File: config.mk
export PLATFORM = sky130hd
export DESIGN_NAME = effect_frame_scheduler
export DESIGN_NICKNAME = d
export VERILOG_FILES = /design/src/rtl/effect_frame_scheduler.sv
export SDC_FILE = /design/constraint.sdc
export NUM_CORES = 1
export LEC_CHECK = 0
export ABC_AREA = 0
export CORE_MARGIN = 3
export CORE_UTILIZATION = 35
export CTS_CLUSTER_SIZE = 12
export DETAILED_ROUTE_END_ITERATION = 8
export GPL_ROUTABILITY_DRIVEN = 0
export GPL_TIMING_DRIVEN = 1
export PLACE_DENSITY_LB_ADDON = 0.08
export SLEW_MARGIN = 20
export SYNTH_ARGS = -nofsm -noshare
export SYNTH_HDL_FRONTEND = slang
export SYNTH_SLANG_ARGS = --single-unit
File: constraint.sdc
create_clock -name clk -period 2.75 [get_ports clk]
set_input_delay 0.275 -clock clk [delete_from_list [all_inputs] [get_ports clk]]
set_output_delay 0.275 -clock clk [all_outputs]
set_load 0.05 [all_outputs]
File: src/rtl/effect_frame_scheduler.sv
// Per-sample sequencer: captures an ADC sample, starts the enabled effect channels,
// gathers their done pulses (with timeout) and hands one data-valid to the mixer.
module effect_frame_scheduler #(
  parameter int data_width     = 16,
  parameter int timeout_cycles = 1023,
  parameter int cnt_width      = 16
) (
  input  logic                  clk,
  input  logic                  reset,
  input  logic [1:0]            i_sw,
  input  logic                  i_clear_stats,
  input  logic                  i_sample_valid,
  input  logic [data_width-1:0] i_sample,
  input  logic                  i_fifo_full,
  output logic [data_width-1:0] o_sample_to_eff,
  output logic                  o_start_eff0,
  output logic                  o_start_eff1,
  input  logic                  i_done_eff0,
  input  logic                  i_done_eff1,
  input  logic                  i_mixer_ready,
  input  logic                  i_mixer_read_done,
  output logic                  o_dv_to_mixer,
  output logic [1:0]            o_sw_to_mixer,
  output logic                  o_busy,
  output logic                  o_overrun,
  output logic [cnt_width-1:0]  o_drop_count,
  output logic [cnt_width-1:0]  o_timeout_count
);

  localparam int TW = $clog2(timeout_cycles + 1);
  // Timer counts cycles already spent in the wait state; the last allowed one forces advance.
  localparam logic [TW-1:0]        TLAST = TW'(timeout_cycles - 1);
  localparam logic [cnt_width-1:0] CMAX  = '1;

  typedef enum logic [2:0] {IDLE, DISPATCH, WAIT_EFF, HANDOFF, WAIT_MIX} state_t;

  state_t                  state_q;
  logic [data_width-1:0]   sample_q;
  logic [1:0]              sw_q;
  logic [1:0]              done_q;
  logic [TW-1:0]           timer_q;
  logic                    start0_q, start1_q, dv_q, busy_q, overrun_q;
  logic [cnt_width-1:0]    drop_q, timeout_q;

  logic [1:0] done_seen;
  logic       timer_expired;
  logic       overrun_evt;
  logic       drop_evt;
  logic       timeout_evt;

  assign done_seen     = done_q | {i_done_eff1, i_done_eff0};
  assign timer_expired = (timer_q == TLAST);
  assign overrun_evt   = i_sample_valid && (state_q != IDLE);
  assign drop_evt      = overrun_evt || (i_sample_valid && i_fifo_full);
  assign timeout_evt   = timer_expired &&
                         (((state_q == WAIT_EFF) && !(&done_seen)) ||
                          ((state_q == WAIT_MIX) && !i_mixer_read_done));

  always_ff @(posedge clk or negedge reset) begin
    if (!reset) begin
      state_q  <= IDLE;
      sample_q <= '0;
      sw_q     <= '0;
      done_q   <= '0;
      timer_q  <= '0;
      start0_q <= 1'b0;
      start1_q <= 1'b0;
      dv_q     <= 1'b0;
      busy_q   <= 1'b0;
    end else begin
      start0_q <= 1'b0;
      start1_q <= 1'b0;
      dv_q     <= 1'b0;
      case (state_q)
        IDLE: begin
          if (i_sample_valid && !i_fifo_full) begin
            sample_q <= i_sample;
            sw_q     <= i_sw;
            start0_q <= i_sw[0];
            start1_q <= i_sw[1];
            busy_q   <= 1'b1;
            state_q  <= DISPATCH;
          end
        end
        DISPATCH: begin
          // Disabled channels will never answer, so count them as already done.
          done_q  <= ~sw_q;
          timer_q <= '0;
          state_q <= WAIT_EFF;
        end
        WAIT_EFF: begin
          done_q <= done_seen;
          if ((&done_seen) || timer_expired) begin
            state_q <= HANDOFF;
          end else begin
            timer_q <= timer_q + 1'b1;
          end
        end
        HANDOFF: begin
          if (i_mixer_ready) begin
            dv_q    <= 1'b1;
            timer_q <= '0;
            state_q <= WAIT_MIX;
          end
        end
        WAIT_MIX: begin
          if (i_mixer_read_done || timer_expired) begin
            done_q  <= '0;
            busy_q  <= 1'b0;
            state_q <= IDLE;
          end else begin
            timer_q <= timer_q + 1'b1;
          end
        end
        default: begin
          busy_q  <= 1'b0;
          state_q <= IDLE;
        end
      endcase
    end
  end

  // Statistics: a clear in the same cycle as an event leaves the counters at zero.
  always_ff @(posedge clk or negedge reset) begin
    if (!reset) begin
      drop_q    <= '0;
      timeout_q <= '0;
      overrun_q <= 1'b0;
    end else if (i_clear_stats) begin
      drop_q    <= '0;
      timeout_q <= '0;
      overrun_q <= 1'b0;
    end else begin
      if (drop_evt && (drop_q != CMAX)) begin
        drop_q <= drop_q + 1'b1;
      end
      if (timeout_evt && (timeout_q != CMAX)) begin
        timeout_q <= timeout_q + 1'b1;
      end
      if (overrun_evt) begin
        overrun_q <= 1'b1;
      end
    end
  end

  assign o_sample_to_eff = sample_q;
  assign o_sw_to_mixer   = sw_q;
  assign o_start_eff0    = start0_q;
  assign o_start_eff1    = start1_q;
  assign o_dv_to_mixer   = dv_q;
  assign o_busy          = busy_q;
  assign o_overrun       = overrun_q;
  assign o_drop_count    = drop_q;
  assign o_timeout_count = timeout_q;

endmodule
==> flow_metrics.py <==
metrics = {
    "logic_synthesis": {
        "synth_area_per_cell_um2": 10.2,
        "seq_area_frac_synth_pct": 50.6,
        "synthTopCellsByCount": "70 x dfrtp_1, 34 x nor2_1, 21 x nand3_1",
        "syn_nets": 371,
        "synth_flop_cell": "dfrtp_1",
        "synth_edf_count": 0,
        "synth_top_area_share_pct": 50.6,
        "ys_ff_latch": 70,
        "synth_cell_types": 45,
        "ys.warnings.count": 0,
        "yosysTopAreaCell": "dfrtp_1",
        "async_reset_ff_share_pct": 100,
        "synth.most_common_cell": "dfrtp_1",
        "syn_area_um2": 3460,
        "syn_inst": 340,
        "synthTopCellsByArea": "dfrtp_1 51%, mux2_2 5.9%, xnor2_1 4.6%, nor2_1 3.7%, nand3_1 3.0%",
    },
    "clock_tree": {
        "numCtsBuffers": 9,
        "postCtsSetupBuffers": 0,
        "ctsHoldBuffers": 1,
        "cts_resized": 0,
        "htreeDepth": 3,
        "cts_tree": "yes",
        "clock_sinks": 70,
        "path_clk_slew_ns": 0.08,
        "root_buffer": "clkbuf_8",
        "clockBufferDepth": 2,
        "clk_latency_ns": 0.35,
    },
    "floorplanning": {
        "fp-row-count": 35,
        "core_um2": 9420,
        "chipHeight_um": 105,
        "start_util_pct": 36.8,
        "fp.dieW_um": 105,
        "ioPinCount": 82,
        "die_area_um2": 11100,
    },
    "power_and_ir_drop": {
        "p_switching_w": 0.00159,
        "max-vdd-ir-drop_uv": 589,
        "switching_share_pct": 40.9,
        "combPwrFrac_pct": 42.3,
        "p_int_w": 0.00229,
        "clkPwrFrac_pct": 21.4,
        "powerDensity_nw_per_um2": 829,
        "power_leakage_nw": 1.88,
        "pwr-share-seq_pct": 36.3,
    },
    "grt": {
        "grt_pass1_vias": 2914,
        "globalRoute.totalOverflow": 0,
        "antenna_found_initial": 0,
        "grt_pass1_wl_mm": 14.4,
        "grt_max_degree": 26,
        "grt_usage_pct": 15.9,
    },
    "detailed_routing": {
        "wire_per_inst_um": 14.9,
        "dr.pass1.iters": 4,
        "remaining_drc_errors": 0,
        "drtIter0Drc": 94,
        "vias": 2959,
        "wl_mm": 8.43,
        "via_per_inst": 5.23,
        "ant_nets": 0,
    },
    "worst_setup_path": {
        "crit_arrival_ns": 2.61,
        "r2r_start": "state_q[2]",
        "worstPathRequired_ns": 3.01,
        "path_max_fanout": 8,
        "worstSetupPathType": "reg2reg",
        "r2r_end": "o_timeout_count[14]",
        "r2r.worst_path.cells": 5,
        "r2r_setup_slack_ns": 0.40,
        "startpoint_type": "register",
        "cp-end-kind": "register",
    },
    "timing": {
        "tightestPinTransition_ns": 0.891,
        "rsz0062_at_grt": "false",
        "final.setup.tns_ns": 0,
        "max_clock_freq_mhz": 425,
        "whs_ns": 0.453,
        "hold_viol": 0,
        "maxSlewViolCount": 0,
        "setup_viol": 0,
        "fin_crit_ns": 2.35,
        "fin_worst_skew_ns": 0.0121,
        "slew_headroom_pct": 40.0,
        "min_period_over_period_pct": 85.5,
    },
    "cells_and_area": {
        "drive_gt1_share_pct": 12.1,
        "antenna_cells": 0,
        "syn_to_final_growth_pct": 35.2,
        "fin_area_um2": 4680,
        "final_nets": 463,
    },
    "outcome": {
        "outcome": "finished, final reports clean",
    },
    "place": {
        "post_dp_cell_area_um2": 4480,
        "portBuffers": 81,
        "dp_hpwl_mm": 6.16,
    },
    "min_path": {
        "hp-class": "in2async",
    },
    "job": {
        "maxCapViolCount": 0,
    },
}
-- power by group through the flow --
stage                     Sequential, W  Combinational (W)  Clock, W
after floorplan                 0.00195           0.000544         0
after global placement          0.00142            0.00164         0
after detailed placement        0.00143            0.00165         0
after CTS                       0.00141            0.00166  0.000865
after global routing            0.00144            0.00176  0.000902
final                           0.00141            0.00164  0.000832
-- how the worst max path moves through the flow --
| stage | startpoint | to | slack (ns) | cells after the start |
|---|---|---|---|---|
| after floorplan | o_timeout_count[0] | o_timeout_count[1] | 0.31 | 7 |
| after global placement | i_mixer_read_done | o_timeout_count[14] | 0.22 | 6 |
| after detailed placement | i_mixer_read_done | o_timeout_count[14] | 0.19 | 6 |
| after CTS | state_q[2] | o_timeout_count[14] | 0.41 | 5 |
| after global routing | state_q[2] | o_timeout_count[14] | 0.28 | 5 |
| final | state_q[2] | o_timeout_count[14] | 0.40 | 5 |
-- metrics by stage --
stage          setup WS (ns)  instances  power [W]  util (%)
3_3_place_gp           0.216        549    0.00306      47.5
4_1_cts                0.409        566    0.00394      49.7
2_1_floorplan          0.307        340    0.00249         -
6_report               0.399        566    0.00388      49.7
5_1_grt                0.277        566    0.00411      49.7
3_5_place_dp           0.194        549    0.00308      47.5
-- critical path: stages, from the launching register on --
cell and delay (ns):
dfrtp_1 0.42, or3b_1 0.40, o21ba_2 0.26, or3_1 0.52, or4_1 0.51, a21oi_1 0.16
-- cells by family (layout without fill, tap and decap cells) --
kind of cell / Yosys count / after routing / synth area share, %
buf+inv: 18 / 115 / 1.99
flops: 70 / 70 / 50.6
fa+ha+maj: 4 / 4 / 1.44
compound gates: 62 / 62 / 12.1
simple gates: 143 / 143 / 21.7
xor+xnor: 23 / 23 / 5.81
mux: 20 / 20 / 6.43
-- area by class of cell --
type	instances	area [µm²]
Fill cell	914	4730
Sequential cell	70	1750
Multi-Input combinational cell	252	1640
Timing Repair Buffer	95	913
Tap cell	129	161
Clock buffer	9	124
Clock inverter	7	73.8
Inverter	4	15.0
-- placed cells by master (no fill, tap or decap), types with 3 or more instances in the layout --
cell and instances:
nor3_1 12, inv_1 4, clkbuf_8 9, a21o_1 3, nand2_1 18, clkdlybuf4s50_1 80
nand4_1 10, o2111ai_1 3, xnor2_1 18, a21oi_1 12, buf_4 13, o21ai_0 17
xor2_1 5, o31ai_1 10, nor2_1 34, nor4_1 7, nand2b_1 4, mux2_2 18
dfrtp_1 70, and4_1 4, or2_2 3, ha_1 4, nor2b_1 4, or4_1 5
nand3_1 21, or3_1 5, nor4b_1 3, and3_1 9
-- state kept, by name, indices dropped and copies added (netlist names) --
register         count
o_overrun            1
timer_q             10
o_sw_to_mixer        2
o_start_eff0         1
o_drop_count        16
o_dv_to_mixer        1
o_timeout_count     16
o_busy               1
state_q              3
o_sample_to_eff     16
o_start_eff1         1
done_q               2
-- per-layer routing --
metal	up-vias	wire length (µm)	global-route usage [%]
met3	10	510	5.27
met2	64	4030	25.2
li1	1440	-	-
met4	0	72	4.90
met5	-	0	0
met1	1445	3820	20.6
(Power assumes the default switching activity.)
